**src/rtl/memory_pkg.sv**
```systemverilog
// Shared MEM-stage types: bus bundles, pipeline registers, access sizes.
// The misalign helper is used only when MISALIGN_CHECK_EN is defined.
package memory_pkg;

  localparam int XLEN = 64;

  typedef logic [XLEN-1:0] word_t;

  typedef enum logic [1:0] {
    MSIZE1,
    MSIZE2,
    MSIZE4,
    MSIZE8
  } msize_t;

  typedef enum logic [1:0] {
    IDLE,
    REQ,
    DONE
  } mem_state_t;

  typedef struct packed {
    logic   RegWrite;
    logic   MemRead;
    logic   MemWrite;
    logic   MemUnsigned;
    msize_t MemSize;
  } control_t;

  typedef struct packed {
    word_t    pc;
    control_t ctl;
    word_t    alu;
    word_t    rs2;
    logic     valid;
  } execute_data_t;

  typedef struct packed {
    logic       valid;
    word_t      addr;
    msize_t     size;
    logic [7:0] strobe;
    word_t      data;
  } dbus_req_t;

  typedef struct packed {
    logic  addr_ok;
    logic  data_ok;
    word_t data;
  } dbus_resp_t;

  typedef struct packed {
    word_t    pc;
    control_t ctl;
    word_t    alu;
    word_t    result;
    logic     valid;
    logic     misalign;
  } memory_data_t;

  function automatic logic misaligned(
    input msize_t     size,
    input logic [2:0] off
  );
    logic m;
    m = 1'b0;
    unique case (size)
      MSIZE2:  m = off[0];
      MSIZE4:  m = |off[1:0];
      MSIZE8:  m = |off;
      default: m = 1'b0;
    endcase
    return m;
  endfunction

endpackage

```
**src/rtl/memory_align.sv**
```systemverilog
// Byte-lane steering: store strobe/data placement and load
// extraction with sign or zero extension.
module mem_align
  import memory_pkg::*;
(
  input  logic [2:0] off,
  input  msize_t     size,
  input  logic       isUnsigned,
  input  word_t      storeIn,
  input  word_t      loadIn,
  output logic [7:0] strobe,
  output word_t      storeData,
  output word_t      loadData
);

  logic [5:0] sh;
  word_t      raw;
  logic       sx;

  assign sh = {off, 3'b000};
  assign raw = loadIn >> sh;

  always_comb begin
    strobe    = 8'h00;
    storeData = storeIn << sh;
    loadData  = raw;
    sx        = 1'b0;
    unique case (size)
      MSIZE1: begin
        strobe   = 8'h01 << off;
        sx       = ~isUnsigned & raw[7];
        loadData = {{56{sx}}, raw[7:0]};
      end
      MSIZE2: begin
        strobe   = 8'h03 << off;
        sx       = ~isUnsigned & raw[15];
        loadData = {{48{sx}}, raw[15:0]};
      end
      MSIZE4: begin
        strobe   = 8'h0F << off;
        sx       = ~isUnsigned & raw[31];
        loadData = {{32{sx}}, raw[31:0]};
      end
      MSIZE8: begin
        strobe    = 8'hFF;
        storeData = storeIn;
        loadData  = raw;
      end
      default: begin
        strobe = 8'h00;
      end
    endcase
  end

endmodule

```
**src/rtl/memory.sv**
```systemverilog
// MEM stage: one dbus access per instruction, stall until data_ok.
// Define MISALIGN_CHECK_EN to trap misaligned accesses locally.
module memory
  import memory_pkg::*;
(
  input  logic          clk,
  input  logic          reset,
  input  execute_data_t dataE,
  input  logic          advance,
  output dbus_req_t     dreq,
  input  dbus_resp_t    dresp,
  output memory_data_t  dataM,
  output logic          mem_wait
);

  mem_state_t state, nextState;
  word_t      held;
  logic       isMem, bad, acc;
  logic       latchEn, reqValid, stall, useHeld;
  logic [7:0] strobe;
  word_t      stData, ldData;
  logic       unusedAddrOk;

  assign unusedAddrOk = dresp.addr_ok;
  assign isMem = dataE.ctl.MemRead | dataE.ctl.MemWrite;

`ifdef MISALIGN_CHECK_EN
  assign bad = isMem &
    misaligned(dataE.ctl.MemSize, dataE.alu[2:0]);
`else
  assign bad = 1'b0;
`endif

  assign acc = dataE.valid & isMem & ~bad;

  mem_align uAlign (
    .off       (dataE.alu[2:0]),
    .size      (dataE.ctl.MemSize),
    .isUnsigned(dataE.ctl.MemUnsigned),
    .storeIn   (dataE.rs2),
    .loadIn    (dresp.data),
    .strobe    (strobe),
    .storeData (stData),
    .loadData  (ldData)
  );

  always_ff @(posedge clk or posedge reset) begin
    if (reset) begin
      state <= IDLE;
      held  <= '0;
    end else begin
      state <= nextState;
      if (latchEn) held <= ldData;
    end
  end

  always_comb begin
    nextState = state;
    latchEn   = 1'b0;
    reqValid  = 1'b0;
    stall     = 1'b0;
    useHeld   = 1'b0;
    unique case (state)
      IDLE: begin
        reqValid = acc;
        if (acc) begin
          if (!dresp.data_ok) begin
            nextState = REQ;
            stall     = 1'b1;
          end else if (!advance) begin
            nextState = DONE;
            latchEn   = 1'b1;
          end
        end
      end
      REQ: begin
        reqValid = 1'b1;
        if (!dresp.data_ok) begin
          stall = 1'b1;
        end else if (advance) begin
          nextState = IDLE;
        end else begin
          nextState = DONE;
          latchEn   = 1'b1;
        end
      end
      DONE: begin
        useHeld = 1'b1;
        if (advance) nextState = IDLE;
      end
      default: nextState = IDLE;
    endcase
  end

  always_comb begin
    dreq.valid  = reqValid;
    dreq.addr   = dataE.alu;
    dreq.size   = dataE.ctl.MemSize;
    dreq.strobe = dataE.ctl.MemWrite ? strobe : 8'h00;
    dreq.data   = stData;

    dataM.pc       = dataE.pc;
    dataM.ctl      = dataE.ctl;
    dataM.alu      = dataE.alu;
    dataM.result   = dataE.alu;
    dataM.valid    = dataE.valid & ~stall;
    dataM.misalign = bad;
    if (dataE.ctl.MemRead & ~bad)
      dataM.result = useHeld ? held : ldData;

    mem_wait = stall;

    // Bus and pipeline see silence the instant reset rises.
    if (reset) begin
      dreq     = '0;
      dataM    = '0;
      mem_wait = 1'b0;
    end
  end

endmodule
```
**config.mk**
```make
export PLATFORM = sky130hd
export DESIGN_NAME = memory
export DESIGN_NICKNAME = d
export VERILOG_FILES = /design/src/rtl/memory_pkg.sv /design/src/rtl/memory_align.sv /design/src/rtl/memory.sv
export SDC_FILE = /design/constraint.sdc
export NUM_CORES = 1
export LEC_CHECK = 0
export BUFFER_PORTS_ARGS = -buffer_cell sky130_fd_sc_hd__buf_2
export CAP_MARGIN = 40
export CORE_AREA = 2 2 237 239
export DETAILED_ROUTE_END_ITERATION = 12
export DIE_AREA = 0 0 239 241
export PLACE_DENSITY = 0.44
export SLEW_MARGIN = 20
export SYNTH_ARGS = -nofsm -noshare
export SYNTH_HDL_FRONTEND = slang
export SYNTH_SLANG_ARGS = --single-unit
```
**constraint.sdc**
```tcl
create_clock -name clk -period 6.2 [get_ports clk]
set_input_delay 0.62 -clock clk [delete_from_list [all_inputs] [get_ports clk]]
set_output_delay 0.62 -clock clk [all_outputs]
set_load 0.005 [all_outputs]
```
==> impl_metrics.json, run 1 <==
{
  "floorplan.rows": 86,
  "period_share_pct": 66.8,
  "numClockSinks": 66,
  "drive_gt1_share_pct": 40.7,
  "routabilityCongestion": 0.879,
  "synth_compound_area_share_pct": 32.2,
  "dieArea_um2": 57600,
  "drt-total-wl_um": 61800,
  "post-cts-setup-buffers": 0,
  "worst-path-buf-inv": 4,
  "regToRegEndpoint": "held[50]$_DFFE_PP0P_",
  "netlist_instances": 1403,
  "layout_min_cycle_time_ps": 4140,
  "maxCapViolCount": 0,
  "worstHoldPathType": "primary input to flop",
  "worst_path_dominant_cell_family": "buffers and inverters",
  "via_count": 12800,
  "coreArea_um2": 54900,
  "fmax_mhz": 242,
  "cts_tree": "done",
  "grt_max_degree": 134,
  "antenna_found_initial": 29,
  "cts_buffer_depth": 2,
  "hold_depth": 2,
  "cts_inserted_buffers": 9,
  "grt_overflow_total": 0,
  "hpwl_um": 49000,
  "post_drt_wl_per_cell_um": 24.1,
  "critPathKind": "primary input to output port",
  "synth_nets": 1676,
  "met2_usage_pct": 34.8,
  "rsz0062_at_grt": "no",
  "clkTransAtPathRegs_ps": 70,
  "drc": 0,
  "finalSetupViolCount": 0,
  "worstHoldStart": "advance",
  "ys_types": 52,
  "vdd_drop_max_v": 0.0000918,
  "yosys.area_share.adder_pct": 0.626,
  "area_delta_synth_final_pct": 34.9,
  "grt_pass1_vias": 12000,
  "worst_slew_pin_slew_ps": 903,
  "tns_ps": 0,
  "nets": 2114,
  "grt_pass1_wl_um": 84100,
  "yosys_warnings": 0,
  "maxSlewHeadroom_pct": 39.8,
  "holdPathEnd": "state[1]$_DFFE_PP0P_",
  "ant_nets": 0,
  "yosys.area_share.simple_pct": 26.9,
  "ys.flop_type": "dfrtp_1",
  "endpoint_kind": "output port",
  "start_util_pct": 18.2,
  "avgSynthCellArea_um2": 7.12,
  "synth_edf_count": 0,
  "h-tree-depth": 3,
  "firstDrtPassIters": 6,
  "dieHeight_um": 241,
  "die_w_um": 239,
  "cts_root_buf": "clkbuf_16",
  "busiest_layer": "met2",
  "ctsHoldBuffers": 0,
  "synth_area_um2": 9990,
  "synth_seq_cells": 66,
  "drtIter0Drc": 933,
  "async_flop_share_pct": 100,
  "cpMostUsedCell": "buf_2",
  "met3_usage_pct": 6.06,
  "grt.total_usage_pct": 20.0,
  "portBuffers": 605,
  "io_pins": 608,
  "reg2reg_from": "state[0]$_DFFE_PP0P_",
  "cpPeakStageDelay_ps": 660,
  "worstSkewPairLatency_ps": 370,
  "start_kind": "primary input",
  "r2r_slack_ps": 3460,
  "p_total_mw": 2.22,
  "power_density_nw_per_um2": 165,
  "skew_ps": 20.0,
  "cp_slowest_cell": "nand2_1",
  "grt_util_met1_pct": 23.2,
  "synth_xor_xnor_area_share_pct": 0,
  "status": "finished clean",
  "slew_violations": 0,
  "worstPathCellList": "buf_2 > buf_4 > inv_1 > nand2_1 > o22ai_1 > o21ai_0 > a31oi_1 > buf_2",
  "finalHoldViolCount": 0,
  "post_cts_resized": 0,
  "crit_arrival_ps": 3520,
  "ys_seq_area_share_pct": 16.5,
  "p_leak_nw": 6.41,
  "cp.required_ps": 5580,
  "synth_top_family_by_area": "compound AO/OA/AOI/OAI gates",
  "cp_max_fo": 34,
  "synthMuxAreaShare_pct": 11.1,
  "viasPerCell": 4.99,
  "reg2regPathDepth": 7
}
-- state kept, by name, summed over array words and instances, names as in the netlist --
register / flops
state: 2
held: 64
-- cell usage after synthesis (all sizes together) (20+ instances only) --
cell type	n	area (µm²)
and3	47	294
nand2	60	225
clkbuf	91	342
nor2	157	592
nor3	23	131
inv	30	113
dfrtp	66	1650
buf	122	802
o22ai	29	181
mux2	36	405
a21oi	134	674
a221oi	24	210
and2	24	150
mux2i	52	521
a31oi	64	494
a22oi	49	368
a311oi	47	412
nor2b	156	976
a211oi	20	150
o21ai	56	284
-- power breakdown --
part	internal, mW	switching, mW	leakage, nW	total, mW
logic	0.439	0.618	5.51	1.06
registers	0.554	0.0657	0.764	0.619
clock network	0.311	0.232	0.142	0.543
total	1.30	0.916	6.41	2.22
-- worst max-delay path by stage --
stage | startpoint | endpoint | slack (ps) | depth (start not counted)
4_1_cts | dataE[67] | dataM[20] | 2150 | 8
3_3_place_gp | dataE[67] | dataM[20] | 2170 | 8
2_1_floorplan | reset | dreq[0] | 2430 | 3
6_report | dataE[67] | dataM[22] | 2060 | 8
3_5_place_dp | dataE[67] | dataM[20] | 2150 | 8
5_1_grt | dataE[67] | dataM[28] | 2050 | 8
-- layout by cell type (no fill, tap or decap), types with 24 or more instances in the layout --
cell	count
buf_2	604
a31oi_1	49
inv_1	27
nand2_1	60
and2_1	24
o22ai_1	29
o21ai_0	53
nor2b_1	154
a311oi_1	47
mux2_2	36
nor2_1	155
and3_1	47
buf_4	28
a21oi_1	133
a22oi_1	49
dfrtp_1	66
a221oi_1	24
mux2i_1	52
-- layout make-up --
cell class,count,area (µm²)
fillers,6177,41400
multi-input cells,1092,7120
repair buffers,640,3380
flip-flops and latches,66,1650
well taps,704,881
clock buffers,9,225
inverters,32,121
clock inverters,7,68.8
diodes,15,37.5
-- layer usage --
metal  vias up  wire length (µm)  part of all wire, %
li1       5969                 -                    -
met1      6133             23800                   39
met2       593             30200                   49
met3        86              5750                  9.3
met4        28              1810                  2.9
met5         -               184                 0.30
-- cells by family after synthesis --
logic type,count (synthesis)
flip-flops,66
adder cells (fa/ha/maj),5
buffers and inverters,245
other,1
multiplexers,96
AND/OR/NAND/NOR,514
AO/OA/AOI/OAI,476
-- through the flow --
stage                     instances  cell area [µm²]  hold WS [ps]  util [%]  worst slack, ps
after global placement         2524            13000           508      23.7             2170
after global routing           2554            13500           452      24.5             2050
after detailed placement       2534            13200           517      24.0             2150
after floorplan                1403             9990           490         -             2430
final                          2565            13500           446      24.6             2060
after CTS                      2550            13400           427      24.5             2150
(Power assumes the default switching activity.)
==> run 2, diff against run 1 <==
==> constraint.sdc (replaced) <==
create_clock -name clk -period 3.85 [get_ports clk]
set_input_delay 0.385 -clock clk [delete_from_list [all_inputs] [get_ports clk]]
set_output_delay 0.385 -clock clk [all_outputs]
set_load 0.005 [all_outputs]
==> impl_metrics.json, run 2 (same netlist as run 1, synthesis figures left out) <==
{
  "post_cts_resized": 0,
  "period_share_pct": 84.4,
  "layout_commonest_cell": "buf_2",
  "intPower_mw": 2.22,
  "worstHoldPathType": "primary input to flop",
  "numClockSinks": 66,
  "cts_inserted_buffers": 9,
  "clockPowerShare_pct": 26.0,
  "coreArea_um2": 54900,
  "fmax_mhz": 308,
  "p_total_mw": 3.66,
  "firstDrtPassIters": 5,
  "dieHeight_um": 241,
  "skew_ps": 8.75,
  "endpoint_kind": "output port",
  "critPathKind": "flop to output port",
  "clkTransAtPathRegs_ps": 60,
  "ant_nets": 0,
  "layout_common_cells": "603 x buf_2, 154 x nor2_1, 154 x nor2b_1",
  "p_leak_nw": 6.52,
  "post-cts-setup-buffers": 0,
  "routabilityCongestion": 0.852,
  "seq_area_um2": 1650,
  "power_density_nw_per_um2": 268,
  "grt_pass1_wl_um": 85800,
  "crit_arrival_ps": 2870,
  "dp.cells": 2549,
  "reg_top3": "held (64), state (2)",
  "area_delta_synth_final_pct": 36.6,
  "p_sw_mw": 1.45,
  "h-tree-depth": 3,
  "cp.required_ps": 3460,
  "viasPerCell": 4.93,
  "cp_max_fo": 20,
  "fillers": 6203,
  "cts_tree": "done",
  "nets": 2130,
  "drtIter0Drc": 776,
  "start_kind": "flop",
  "multi_input_area_um2": 7120,
  "maxCapViolCount": 0,
  "io_pins": 608,
  "place_ws_ps": 611,
  "grt.total_usage_pct": 20.4,
  "setup_ws_ps": 599,
  "seq_power_share_pct": 27.2,
  "dieArea_um2": 57600,
  "ctsHoldBuffers": 0,
  "floorplan.rows": 86,
  "pwr-share-comb_pct": 46.8,
  "rsz0062_at_grt": "no",
  "max_flop_register": "held",
  "drt-total-wl_um": 62000,
  "maxSlewHeadroom_pct": 47.2,
  "via_count": 12700,
  "grt_max_degree": 97,
  "drive_gt1_share_pct": 41.2,
  "finalSetupViolCount": 0,
  "tns_ps": 0,
  "finalHoldViolCount": 0,
  "layout.cells.non_filler": 2574,
  "post_drt_wl_per_cell_um": 24.1,
  "hpwl_um": 49900,
  "cts_buffer_depth": 2,
  "largest_reg_flops": 64,
  "worstSkewPairLatency_ps": 360,
  "slew_violations": 0,
  "grt_overflow_total": 0,
  "antenna_found_initial": 29,
  "worst_slew_pin_slew_ps": 790,
  "portBuffers": 605,
  "placed_area_um2": 13300,
  "grt_pass1_vias": 12100,
  "cts_root_buf": "clkbuf_16",
  "start_util_pct": 18.2,
  "die_w_um": 239,
  "status": "finished clean",
  "vdd_drop_max_v": 0.000154,
  "drc": 0,
  "layout_min_cycle_time_ps": 3250,
  "fin_area_um2": 13700,
  "switching_share_pct": 39.5
}
[run 2: cell types whose count changed in the layout (fill, tap and decap cells not counted), sizes merged]
cell	before	now
bufinv	1	2
diode	15	8
inv	30	29
clkinv	6	5
buf	640	656
clkbuf	9	12
clkinvlp	2	0
[run 2: path summary, 6_finish.rpt]
path | end | slack, ps | depth (start not counted) | from
hold reg to reg | held[3]$_DFFE_PP0P_ | 520 | 2 | held[3]$_DFFE_PP0P_
setup / recovery | dataM[45] | 600 | 6 | state[1]$_DFFE_PP0P_
setup reg to reg | held[33]$_DFFE_PP0P_ | 1370 | 6 | state[0]$_DFFE_PP0P_
min in group asynchronous | held[1]$_DFFE_PP0P_ | 470 | 3 | reset
hold / removal | state[1]$_DFFE_PP0P_ | 230 | 2 | advance
max in group asynchronous | held[43]$_DFFE_PP0P_ | 2790 | 4 | reset
[run 2: power groups by stage]
stage / Clock (mW) / Sequential (mW) / Combinational [mW]
global placement: 0 / 1.00 / 1.71
detailed placement: 0 / 1.01 / 1.73
CTS: 0.989 / 0.997 / 1.74
finish: 0.950 / 0.997 / 1.71
floorplan: 0 / 0.975 / 1.02
global route: 1.01 / 1.02 / 1.89
[run 2: final cells by class]
type / count / area share (%)
flip-flops and latches: 66 / 12.1
clock inverters: 4 / 0.541
inverters: 32 / 0.889
clock buffers: 12 / 1.88
repair buffers: 656 / 25.8
multi-input cells: 1092 / 52.2
well taps: 704 / 6.45
diodes: 8 / 0.147
[run 2: critical path, stage by stage (launching register included)]
cell,delay (ps)
dfrtp_1,640
nand2b_1,210
nand2_1,360
o31ai_4,740
a311oi_1,100
a31oi_1,260
buf_2,170
[run 2: metrics by stage]
step | utilization (%) | hold slack, ps
after CTS | 24.8 | 205
after detailed placement | 24.2 | 515
after global routing | 24.8 | 234
after floorplan | - | 448
final | 24.9 | 229
after global placement | 24.1 | 507
[run 2: routing by layer]
layer  GRT usage (%)  wire length [µm]
met5               0               246
met4            3.92               692
met3            6.89              5300
met2            36.2             31200
met1            23.8             24500
==> run 3, diff against run 2 <==
--- a/config.mk
+++ b/config.mk
@@ -10,7 +10,7 @@
 export CORE_AREA = 2 2 237 239
 export DETAILED_ROUTE_END_ITERATION = 12
 export DIE_AREA = 0 0 239 241
-export PLACE_DENSITY = 0.44
+export PLACE_DENSITY = 0.46
 export SLEW_MARGIN = 20
 export SYNTH_ARGS = -nofsm -noshare
 export SYNTH_HDL_FRONTEND = slang
==> constraint.sdc (replaced) <==
create_clock -name clk -period 2.64 [get_ports clk]
set_input_delay 0.264 -clock clk [delete_from_list [all_inputs] [get_ports clk]]
set_output_delay 0.264 -clock clk [all_outputs]
set_load 0.005 [all_outputs]
==> impl_metrics.json, run 3 (same netlist as run 1, synthesis figures left out) <==
{
  "cts_buffer_depth": 2,
  "firstDrtPassIters": 5,
  "largest_reg_flops": 64,
  "crit_arrival_ps": 2290,
  "grt_pass1_wl_um": 84000,
  "dieArea_um2": 57600,
  "start_kind": "primary input",
  "routabilityCongestion": 0.908,
  "reg2reg_from": "state[1]$_DFFE_PP0P_",
  "worstHoldStart": "advance",
  "cts_tree": "done",
  "area_delta_synth_final_pct": 41.3,
  "power_density_nw_per_um2": 383,
  "cp.required_ps": 2380,
  "worst_slew_pin_slew_ps": 888,
  "worstSkewPairLatency_ps": 370,
  "switching_share_pct": 39.4,
  "clkTransAtPathRegs_ps": 50,
  "drive_gt1_share_pct": 43.1,
  "rsz0062_at_grt": "no",
  "dieHeight_um": 241,
  "grt_max_degree": 89,
  "ant_nets": 0,
  "finalSetupViolCount": 0,
  "die_w_um": 239,
  "nets": 2190,
  "layout_commonest_cell": "buf_2",
  "coreArea_um2": 54900,
  "layout_common_cells": "603 x buf_2, 155 x nor2_1, 154 x nor2b_1",
  "post_drt_wl_per_cell_um": 23.1,
  "cts_root_buf": "clkbuf_16",
  "antenna_found_initial": 9,
  "grt_pass1_vias": 12400,
  "seq_area_um2": 1650,
  "floorplan.rows": 86,
  "fmax_mhz": 392,
  "multi_input_area_um2": 7140,
  "holdPathEnd": "state[1]$_DFFE_PP0P_",
  "status": "finished clean",
  "pwr-share-comb_pct": 48.2,
  "endpoint_kind": "output port",
  "grt.total_usage_pct": 19.8,
  "maxSlewHeadroom_pct": 40.8,
  "worstHoldPathType": "primary input to flop",
  "portBuffers": 605,
  "worstPathCellList": "buf_6 > buf_12 > buf_4 > mux2i_1 > o22ai_1 > o21ai_0 > a31oi_1 > buf_2",
  "cp_slowest_cell": "o21ai_0",
  "finalHoldViolCount": 0,
  "seq_power_share_pct": 26.8,
  "h-tree-depth": 3,
  "fin_area_um2": 14100,
  "p_leak_nw": 6.81,
  "layout.cells.non_filler": 2628,
  "skew_ps": 12.9,
  "vdd_drop_max_v": 0.000229,
  "placed_area_um2": 13800,
  "period_share_pct": 96.7,
  "cpPeakStageDelay_ps": 570,
  "holdWs_ps": 152,
  "hpwl_um": 49700,
  "cp_max_fo": 16,
  "drtIter0Drc": 945,
  "io_pins": 608,
  "critPathKind": "primary input to output port",
  "slew_violations": 0,
  "reg_top3": "held (64), state (2)",
  "intPower_mw": 3.28,
  "met3_usage_pct": 3.99,
  "reg2regPathDepth": 6,
  "post-cts-setup-buffers": 0,
  "start_util_pct": 18.2,
  "hold_depth": 2,
  "fillers": 6218,
  "viasPerCell": 4.93,
  "regToRegEndpoint": "held[44]$_DFFE_PP0P_",
  "drt-total-wl_um": 60700,
  "max_flop_register": "held",
  "via_count": 12900,
  "p_sw_mw": 2.13,
  "dp.cells": 2610,
  "drc": 0,
  "cts_inserted_buffers": 9,
  "grt_overflow_total": 0,
  "clockPowerShare_pct": 25.0,
  "grt_util_met1_pct": 24.0,
  "numClockSinks": 66,
  "busiest_layer": "met2",
  "layout_min_cycle_time_ps": 2550,
  "maxCapViolCount": 0,
  "met2_usage_pct": 34.8,
  "r2r_slack_ps": 580
}
-- run 3: final cells by class --
class	count	share of cell area, %
inverter	32	0.859
multi-input combinational	1092	50.5
clock buffer	11	1.72
sequential	66	11.7
antenna	4	0.0709
tap	704	6.24
clock inverter	3	0.461
timing repair buffer	716	28.4
-- run 3: timing repair --
item	CTS	global route
hold endpoints to repair	0	0
gates resized for setup	0	2
setup endpoints to repair	0	2
hold buffers	0	0
-- run 3: through the flow --
stage	TNS [ps]	power, mW	utilization (%)	worst slack, ps
CTS	0	5.46	25.7	55.7
finish	0	5.41	25.7	87.5
detailed placement	0	4.07	25.1	64.3
global placement	-5920	4.03	25.1	-222
global route	0	5.75	25.7	16.3
floorplan	0	2.91	-	479
-- run 3: worst max path at each step --
stage	start	end	slack, ps	depth (start not counted)
5_1_grt	dataE[66]	dataM[34]	20	9
3_5_place_dp	dataE[65]	dreq[43]	60	10
3_3_place_gp	dataE[67]	dataM[65]	-220	8
6_report	dataE[65]	dataM[26]	90	8
2_1_floorplan	dataE[65]	dataM[42]	480	8
4_1_cts	dataE[65]	dreq[43]	60	10
-- run 3: layer usage --
layer / vias to the layer above / routed length (µm)
li1: 6092 / -
met1: 6236 / 24600
met2: 545 / 30200
met3: 65 / 4190
met4: 8 / 1660
met5: - / 50
-- run 3: power groups by stage --
| stage | combinational (mW) | sequential (mW) | clock (mW) |
|---|---|---|---|
| 4_1_cts | 2.61 | 1.45 | 1.39 |
| 3_3_place_gp | 2.58 | 1.46 | 0 |
| 6_report | 2.61 | 1.45 | 1.35 |
| 3_5_place_dp | 2.60 | 1.47 | 0 |
| 2_1_floorplan | 1.48 | 1.42 | 0 |
| 5_1_grt | 2.85 | 1.48 | 1.42 |
-- run 3: critical path, delay by kind of cell --
family	cells	cell delay (ps)
buffers and inverters	4	740
AO/OA/AOI/OAI	3	890
multiplexers	1	390
